===== src/rtl/fifo_rd_packer_if.sv =====
// fifo_rd_packer_if: FIFO read port and packed output stream of the read-side packer
interface fifo_rd_packer_if #(
  parameter int DATASIZE = 8,
  parameter int PACK     = 4
);
  logic                     rempty;
  logic [DATASIZE-1:0]      rdata;
  logic                     r_req_val;
  logic [DATASIZE*PACK-1:0] m_data;
  logic                     m_valid;
  logic                     m_ready;
  modport master (input rempty, rdata, m_ready, output r_req_val, m_data, m_valid);
  modport slave  (output rempty, rdata, m_ready, input r_req_val, m_data, m_valid);
endinterface


===== src/rtl/fifo_rd_packer.sv =====
// fifo_rd_packer: pops FIFO entries and packs PACK of them, first entry in the LSBs, into one stream word
module fifo_rd_packer #(
  parameter int DATASIZE = 8,
  parameter int PACK     = 4
) (
  input  logic rclk,
  input  logic rrst_n,
  input  logic flush,
  output logic busy,
  fifo_rd_packer_if.master bus
);
  localparam int CW = $clog2(PACK + 1);
  localparam logic [CW-1:0] LAST = CW'(PACK - 1);
  logic [CW-1:0]                cnt;
  logic [CW-1:0]                slots;
  logic                         inflight;
  logic                         pop;
  logic [DATASIZE*(PACK-1)-1:0] asm_q;
  logic [DATASIZE*PACK-1:0]     m_data_q;
  logic                         m_valid_q;
  // Pop throttle: the completing pop is only issued when the output register will be free to take the word
  always_comb begin
    slots = cnt + CW'(inflight);
    pop   = rrst_n && !bus.rempty && !flush &&
            (slots < LAST || (slots == LAST && (!m_valid_q || bus.m_ready)));
  end
  assign bus.r_req_val = pop;
  assign bus.m_data    = m_data_q;
  assign bus.m_valid   = m_valid_q;
  assign busy          = (cnt != '0) || inflight;
  // Capture returning entries into lanes, emit the word on the last lane, and run the output handshake
  always_ff @(posedge rclk or negedge rrst_n) begin
    if (!rrst_n) begin
      cnt       <= '0;
      inflight  <= 1'b0;
      asm_q     <= '0;
      m_data_q  <= '0;
      m_valid_q <= 1'b0;
    end else begin
      inflight  <= pop;
      m_valid_q <= (inflight && !flush && cnt == LAST) || (m_valid_q && !bus.m_ready);
      if (flush) begin
        cnt <= '0;
      end else if (inflight) begin
        if (cnt == LAST) begin
          cnt      <= '0;
          m_data_q <= {bus.rdata, asm_q};
        end else begin
          asm_q[cnt*DATASIZE +: DATASIZE] <= bus.rdata;
          cnt                             <= cnt + 1'b1;
        end
      end
    end
  end
endmodule


===== src/flat_wrapper.sv =====
// flat-port wrapper written by rule: the top's interface ports become plain ports
module fifo_rd_packer_flat 
#(
  parameter int DATASIZE = 8,
  parameter int PACK     = 4
)
  (rclk, rrst_n, flush, busy, bus_rempty, bus_rdata, bus_m_ready, bus_r_req_val, bus_m_data, bus_m_valid);
  fifo_rd_packer_if #(.DATASIZE(DATASIZE), .PACK(PACK)) bus_i ();
  input  logic rclk;
  input  logic rrst_n;
  input  logic flush;
  output logic busy;
  input wire logic [$bits(bus_i.rempty)-1:0] bus_rempty;
  input wire logic [$bits(bus_i.rdata)-1:0] bus_rdata;
  input wire logic [$bits(bus_i.m_ready)-1:0] bus_m_ready;
  output wire logic [$bits(bus_i.r_req_val)-1:0] bus_r_req_val;
  output wire logic [$bits(bus_i.m_data)-1:0] bus_m_data;
  output wire logic [$bits(bus_i.m_valid)-1:0] bus_m_valid;
  assign bus_i.rempty = bus_rempty;
  assign bus_i.rdata = bus_rdata;
  assign bus_i.m_ready = bus_m_ready;
  assign bus_r_req_val = bus_i.r_req_val;
  assign bus_m_data = bus_i.m_data;
  assign bus_m_valid = bus_i.m_valid;
  fifo_rd_packer #(.DATASIZE(DATASIZE), .PACK(PACK)) u_core (.rclk(rclk), .rrst_n(rrst_n), .flush(flush), .busy(busy), .bus(bus_i));
endmodule

===== config.mk =====
export PLATFORM = sky130hd
export DESIGN_NAME = fifo_rd_packer_flat
export DESIGN_NICKNAME = d
export VERILOG_FILES = /design/src/rtl/fifo_rd_packer_if.sv /design/src/rtl/fifo_rd_packer.sv /design/src/flat_wrapper.sv
export SDC_FILE = /design/constraint.sdc
export NUM_CORES = 1
export LEC_CHECK = 0
export CAP_MARGIN = 20
export CORE_ASPECT_RATIO = 1.1
export CORE_UTILIZATION = 45
export DETAILED_ROUTE_END_ITERATION = 6
export PLACE_DENSITY_LB_ADDON = 0.15
export REMOVE_ABC_BUFFERS = 1
export SKIP_CTS_REPAIR_TIMING = 1
export SLEW_MARGIN = 10
export SYNTH_ARGS = -nofsm -noshare
export SYNTH_HDL_FRONTEND = slang
export SYNTH_SLANG_ARGS = --single-unit

===== constraint.sdc =====
create_clock -name rclk -period 2.5 [get_ports rclk]
set_input_delay 0.5 -clock rclk [delete_from_list [all_inputs] [get_ports rclk]]
set_output_delay 0.5 -clock rclk [all_outputs]
set_load 0.05 [all_outputs]

==> metrics <==
status=finished, final reports clean; main combinational cell family by area after synthesis=multiplexers; drt via density=5.03; diode count=0; Worst slew margin=49.7%; largest net degree at the start of global routing=62; Worst path slowest cell=dfrtp_1; GPL Wtd Cong=0.795; worst min-delay path class=in2async; crit end category=output port; r2r worst-path depth=6; simple-gate share of the synthesized area=10.8%; first-pass GRT wire length=8.56 mm; Worst EP arrival=1.91 ns; CTS tree=yes; die area=6530 um^2; Post-DP HPWL=3.38 mm; Layout fillers=497; top-area cell type share of the netlist area=54.6%; vias in the first global route=1643; antenna violations before repair=0; IO buf count=47; Worst-Skew Late Latency=0.33 ns; Post-DRT Antenna Nets=0; Setup Viol. Count Final=0; Fin Setup TNS=0 ns; CTS Buffer Depth=2; total gr overflow=0; Area contributors post-synth=dfrtp_1 (55%), mux2_4 (16%), mux2_2 (11%); sequential-to-total area share from yosys stat=54.6%; total iterations of the first detailed-routing run=4; Crit path max-delay family=adder cells; Total Nets Final=258; Via Count=1611; adder-cell area share of the yosys netlist=3.13%; WP depth=7; XOR/XNOR Fraction of Synth Area=0.313%; pins over their slew limit=0; Async S/R FF share, synth=100%; Die Y=84.7 um; Final Cycle Share=96.5%; maximum capacitance violations=0; drt wl/cell=15.9 um; Final Non-Filler Cells=320; Crit Path Max Fanout=14; crit path time final=2.41 ns; htree depth=3; Hold Vio Cnt, Final=0; CP Buf/Inv Count=2; mux contribution to synthesized area=26.5%; mean area per synthesized cell=15.4 um^2; Gate Count Post-Synth=182; layout cells sized above 1=35.0%; GRT Total Usage=17.5%; EDFF count, synth=0; Yosys cell types=28; DRC viols=0; final wirelength=5.07 mm; Setup CP Type=reg2out; Slew @ Worst Pin=0.755 ns; post-synth top area cell=dfrtp_1; IR drop worst, VDD=0.299 mV; Worst Path Required=2.00 ns; Die Width=77.1 um; Seq. cell area=1530 um^2; clk slew on worst S/H paths=0.07 ns; Post-DP Area=3350 um^2; area grow syn2layout=27.4%; Root Driver=clkbuf_8; RSZ-0062 raised after global routing=false; clock skew=0.0125 ns; Util after Layout=60.6%; #FFs+latches synth=61; initial DRC count=75; Lkg Pwr=1.73 nW; dominant synthesized flop cell=dfrtp_1; cell mode on critical path=ha_1; most frequent cell after synthesis=dfrtp_1; Cell Chain, Critical Path=buf_4 -> ha_1 -> ha_1 -> nand4b_1 -> nand3_1 -> nor2_1 -> buf_12; Num CTS Buffers=9; Startpoint Class=flop; fin area=3560 um^2; Compound-Gate Fraction of Synth Area=0.895%; CP peak stage delay=0.38 ns; Rows=29; I/O pin total=48; synthesized area=2800 um^2; CTS sink cnt=61; initial core utilization=47.6%; area occupied by multi-input gates=1160 um^2; Max Freq=415 MHz; core box area=5880 um^2; top cells by count, synth=dfrtp_1 (61), mux2_4 (29), mux2_2 (27); placed insts=304; P per Cell Area=597 nW/um^2; Syn. warnings=0
[power by group]
| group | leakage [nW] | switching [W] | internal, W |
|---|---|---|---|
| Combinational | 0.790 | 0.0000772 | 0.0000787 |
| Clock | 0.106 | 0.000375 | 0.000541 |
| Sequential | 0.839 | 0.0000224 | 0.00103 |
| Total | 1.73 | 0.000474 | 0.00165 |
[cell families (layout without fill, tap and decap cells)]
| group | after synthesis | count (layout) |
|---|---|---|
| adders and majority gates | 7 | 7 |
| and+or+nand+nor | 43 | 43 |
| xor gates and xnor gates | 1 | 1 |
| muxes | 56 | 56 |
| AOI/OAI and AO/OA | 3 | 3 |
| DFF | 61 | 61 |
| buffers and inverters | 11 | 72 |
[worst reg2reg max path, stage by stage (launching register included)]
cell     delay [ns]
dfrtp_1        0.45
inv_1          0.10
ha_1           0.19
ha_1           0.32
nor4b_2        0.31
nand4_2        0.34
mux2_2         0.39
[sequential cells by signal, summed over array words and instances (netlist names)]
| name | flops |
|---|---|
| u_core.asm_q | 24 |
| u_core.inflight | 1 |
| u_core.bus.m_data | 32 |
| u_core.cnt | 3 |
| u_core.bus.m_valid | 1 |
[per-stage QoR]
step / hold slack, ns / setup WS, ns / power, W
3_5_place_dp: 0.490 / 0.249 / 0.00123
5_1_grt: 0.471 / 0.00133 / 0.00222
3_3_place_gp: 0.484 / 0.269 / 0.00123
2_1_floorplan: 0.204 / 0.203 / 0.00115
4_1_cts: 0.426 / 0.0747 / 0.00215
6_report: 0.390 / 0.0876 / 0.00213
[layout by cell type, fill, tap and decap left out, types with 2 or more instances in the layout]
cell,Yosys,layout
inv_1,4,4
and3_1,16,16
nand3_1,2,2
buf_12,3,4
ha_1,7,7
and2b_1,4,4
nand4_2,2,2
clkdlybuf4s50_1,0,44
mux2_4,29,29
clkbuf_8,0,12
nor2_1,4,4
nand2_1,2,2
mux2_2,27,27
dfrtp_1,61,61
buf_4,1,3
nor2b_1,5,5
[area by class of cell]
| class | count | share of cell area, % |
|---|---|---|
| clock inverters | 3 | 1.19 |
| flip-flops and latches | 61 | 42.9 |
| multi-input cells | 110 | 32.7 |
| well taps | 77 | 2.71 |
| inverters | 4 | 0.422 |
| clock buffers | 13 | 4.74 |
| repair buffers | 52 | 15.4 |
[per-layer routing]
layer / global-route usage (%) / vias up / share of wire, %
met5: 0 / - / 0
met4: 8.75 / 0 / 1.5
met3: 3.70 / 9 / 3.1
met2: 25.7 / 34 / 46
met1: 24.5 / 814 / 49
li1: - / 754 / -
[path summary, 6_finish.rpt]
check                                              from  slack (ns)                                 to
max in group asynchronous                        rrst_n        1.60          u_core.cnt[2]$_DFFE_PN0P_
setup / recovery              u_core.cnt[0]$_DFFE_PN0P_        0.09                      bus_r_req_val
setup reg to reg              u_core.cnt[1]$_DFFE_PN0P_        0.31        u_core.asm_q[2]$_DFFE_PN0P_
min in group rclk          u_core.asm_q[13]$_DFFE_PN0P_        0.49  u_core.bus.m_data[13]$_DFFE_PN0P_
hold / removal                                   rrst_n        0.39        u_core.asm_q[1]$_DFFE_PN0P_
hold reg to reg            u_core.asm_q[13]$_DFFE_PN0P_        0.49  u_core.bus.m_data[13]$_DFFE_PN0P_
Power figures use the tool's default switching activity.
==> RTL edit, RTL diff (same flow settings) <==
`PACK` is set to 4 in 3 places; all go to 8.
--- a/src/rtl/fifo_rd_packer_if.sv
+++ b/src/rtl/fifo_rd_packer_if.sv
@@ -1,7 +1,7 @@
 // fifo_rd_packer_if: FIFO read port and packed output stream of the read-side packer
 interface fifo_rd_packer_if #(
   parameter int DATASIZE = 8,
-  parameter int PACK     = 4
+  parameter int PACK     = 8
 );
   logic                     rempty;
   logic [DATASIZE-1:0]      rdata;
--- a/src/rtl/fifo_rd_packer.sv
+++ b/src/rtl/fifo_rd_packer.sv
@@ -1,7 +1,7 @@
 // fifo_rd_packer: pops FIFO entries and packs PACK of them, first entry in the LSBs, into one stream word
 module fifo_rd_packer #(
   parameter int DATASIZE = 8,
-  parameter int PACK     = 4
+  parameter int PACK     = 8
 ) (
   input  logic rclk,
   input  logic rrst_n,
--- a/src/flat_wrapper.sv
+++ b/src/flat_wrapper.sv
@@ -2,7 +2,7 @@
 module fifo_rd_packer_flat 
 #(
   parameter int DATASIZE = 8,
-  parameter int PACK     = 4
+  parameter int PACK     = 8
 )
   (rclk, rrst_n, flush, busy, bus_rempty, bus_rdata, bus_m_ready, bus_r_req_val, bus_m_data, bus_m_valid);
   fifo_rd_packer_if #(.DATASIZE(DATASIZE), .PACK(PACK)) bus_i ();
Interface: changed (resized bus_m_data); port bits go from 48 to 80. No check against the original RTL was run, so the function may have changed too.
==> RTL edit against the unedited design <==
  * Count of clock-buffer cells in the layout up 5
  * Global-route usage up 1.3 points
  * Setup slack is essentially flat
  * Worst hold slack worse by 0.18 ns
  * Final area up 94%
  * Cell count is 92% higher
  * Power increased by 130%
  * Clock skew down 0.0060 ns
  * Die area up 84%
  * Routed wire length grew 100%
  * Sequential cell count is 65 higher
  * Area after synthesis increased by 87%
  * Combinational power increased by 22%
==> RTL edit: results (changes against the unedited design) <==
Dpl cell area = 6231 sq um (was 3349 sq um)
CP peak stage delay = 0.46 ns (was 0.38 ns)
Metal-1 WL = 4814 um (was 2484 um)
CTS Buf Count = 17 (was 9)
Met1 Track Usage GR = 0.2420 (was 0.2452)
Worst clock skew = 0.006523 ns (was 0.01248 ns)
Fill count = 913 (was 497)
Met3 usage = 0.05556 (was 0.03696)
Met2 WL = 4886 um (was 2356 um)
Warnings, synthesis = 0 (unchanged)
Synth top cells by count = dfrtp_1, mux2_2, inv_1, o21ai_0, nand4_1 (was dfrtp_1, mux2_4, mux2_2, and3_1, ha_1)
# nets final = 473 (was 258)
Vias in the first global route = 3279 (was 1643)
Drt pass-1 iters = 4 (unchanged)
Clock buffer depth = 2 (unchanged)
First-pass GRT wire length = 17030 um (was 8556 um)
Hold Crit Class = in2async (unchanged)
Leak = 3.334 nW (was 1.735 nW)
Register area share after synthesis = 0.6043 (was 0.5461)
Number of flip-flops in the largest register = 64 (was 32)
Crit-path leading delay family = adder cells (unchanged)
Largest net degree at the start of global routing = 127 (was 62)
Top sig layer = met4 (unchanged)
Main area contributors after synthesis = dfrtp_1, mux2_2, mux2_4, ha_1, nand4_1 (was dfrtp_1, mux2_4, mux2_2, and3_1, ha_1)
Clk slew on worst S/H paths = 0.05 ns (was 0.07 ns)
Routed length on met3 = 506 um (was 157 um)
PortBufs = 79 (was 47)
H-tree depth = 4 (was 3)
Worst VDD drop = 0.4214 mV (was 0.2987 mV)
CP Max Fanout = 9 (was 14)
Share of post-route cells with drive strength above 1 = 0.3991 (was 0.3498)
Clock root buffer master = clkbuf_16 (was clkbuf_8)
GR Layer Usage met2 = 0.2980 (was 0.2574)
Initial antenna violation count = 0 (unchanged)
GRT Total Usage = 0.1881 (was 0.1752)
Outcome = completed (unchanged)
Slew headroom = 0.5528 (was 0.4970)
Vias/cell = 5.134 (was 5.034)
Cell Pwr Density = 722.8 nW/um^2 (was 597.3 nW/um^2)
Routability-driven placement congestion ratio = 0.8589 (was 0.7947)
Avg WL per Cell = 16.91 um (was 15.85 um)
Worst-skew pair later-pin latency = 0.41 ns (was 0.33 ns)
Ys async rst share = 1.000 (unchanged)
DP HPWL = 6613 um (was 3378 um)
Distinct cells, synth = 41 (was 28)
Ant. Diodes = 0 (unchanged)
Crit path arrival time = 1.91 ns (about the same)
Crit-path slowest cell = dfrtp_2 (was dfrtp_1)
Initial drt markers = 135 (was 75)
-- RTL edit: cell count changes after synthesis, moves of 5 or more --
cell,delta
and2_2,+5
and2_1,+9
and3_1,-16
inv_1,+11
mux2_2,+77
buf_2,+8
nand4_1,+10
o21ai_0,+11
dfrtp_1,+65
mux2_4,-21
-- RTL edit: cells by family after synthesis --
group / synth area share
mux: 0.2475
buf+inv: 0.02878
fa+ha+maj: 0.01679
flops: 0.6043
compound gates: 0.01967
xor+xnor: 0.008155
simple gates: 0.07482
-- RTL edit: power by group --
group	switching [mW]	internal (mW)
sequential	0.0258	2.09
combinational	0.111	0.0791
clock	0.894	1.79
-- RTL edit: path summary, 6_finish.rpt --
kind,start,end,slack [ns],cells past startpoint
worst min register to register,u_core.asm_q[35],u_core.asm_q[35],0.50,1
worst min-delay path,rrst_n,u_core.bus.m_data[8],0.21,2
worst max-delay path,u_core.cnt[0],bus_r_req_val,0.09,6
worst max register to register,u_core.cnt[0],u_core.asm_q[44],0.24,6
min in group rclk,rrst_n,u_core.inflight,0.42,3
max in group asynchronous,rrst_n,u_core.inflight,1.74,2
-- RTL edit: per-stage QoR --
step / setup slack [ns] / hold slack [ns] / cells / power, mW
after global routing: -0.03267 / 0.2861 / 613 / 5.164
after global placement: 0.1620 / 0.4828 / 579 / 2.332
final: 0.08773 / 0.2058 / 613 / 4.993
after floorplan: -0.6057 / 0.2044 / 340 / 2.224
after detailed placement: 0.1226 / 0.4903 / 579 / 2.340
after CTS: -0.04144 / 0.2540 / 611 / 5.039
-- RTL edit: cell type report --
class                           count  share of cell area
Clock buffer                       18             0.06358
Clock inverter                     14             0.03115
Inverter                           15            0.008151
Multi-Input combinational cell    199              0.2786
Sequential cell                   126              0.4568
Tap cell                          147             0.02663
Timing Repair Buffer               94              0.1351
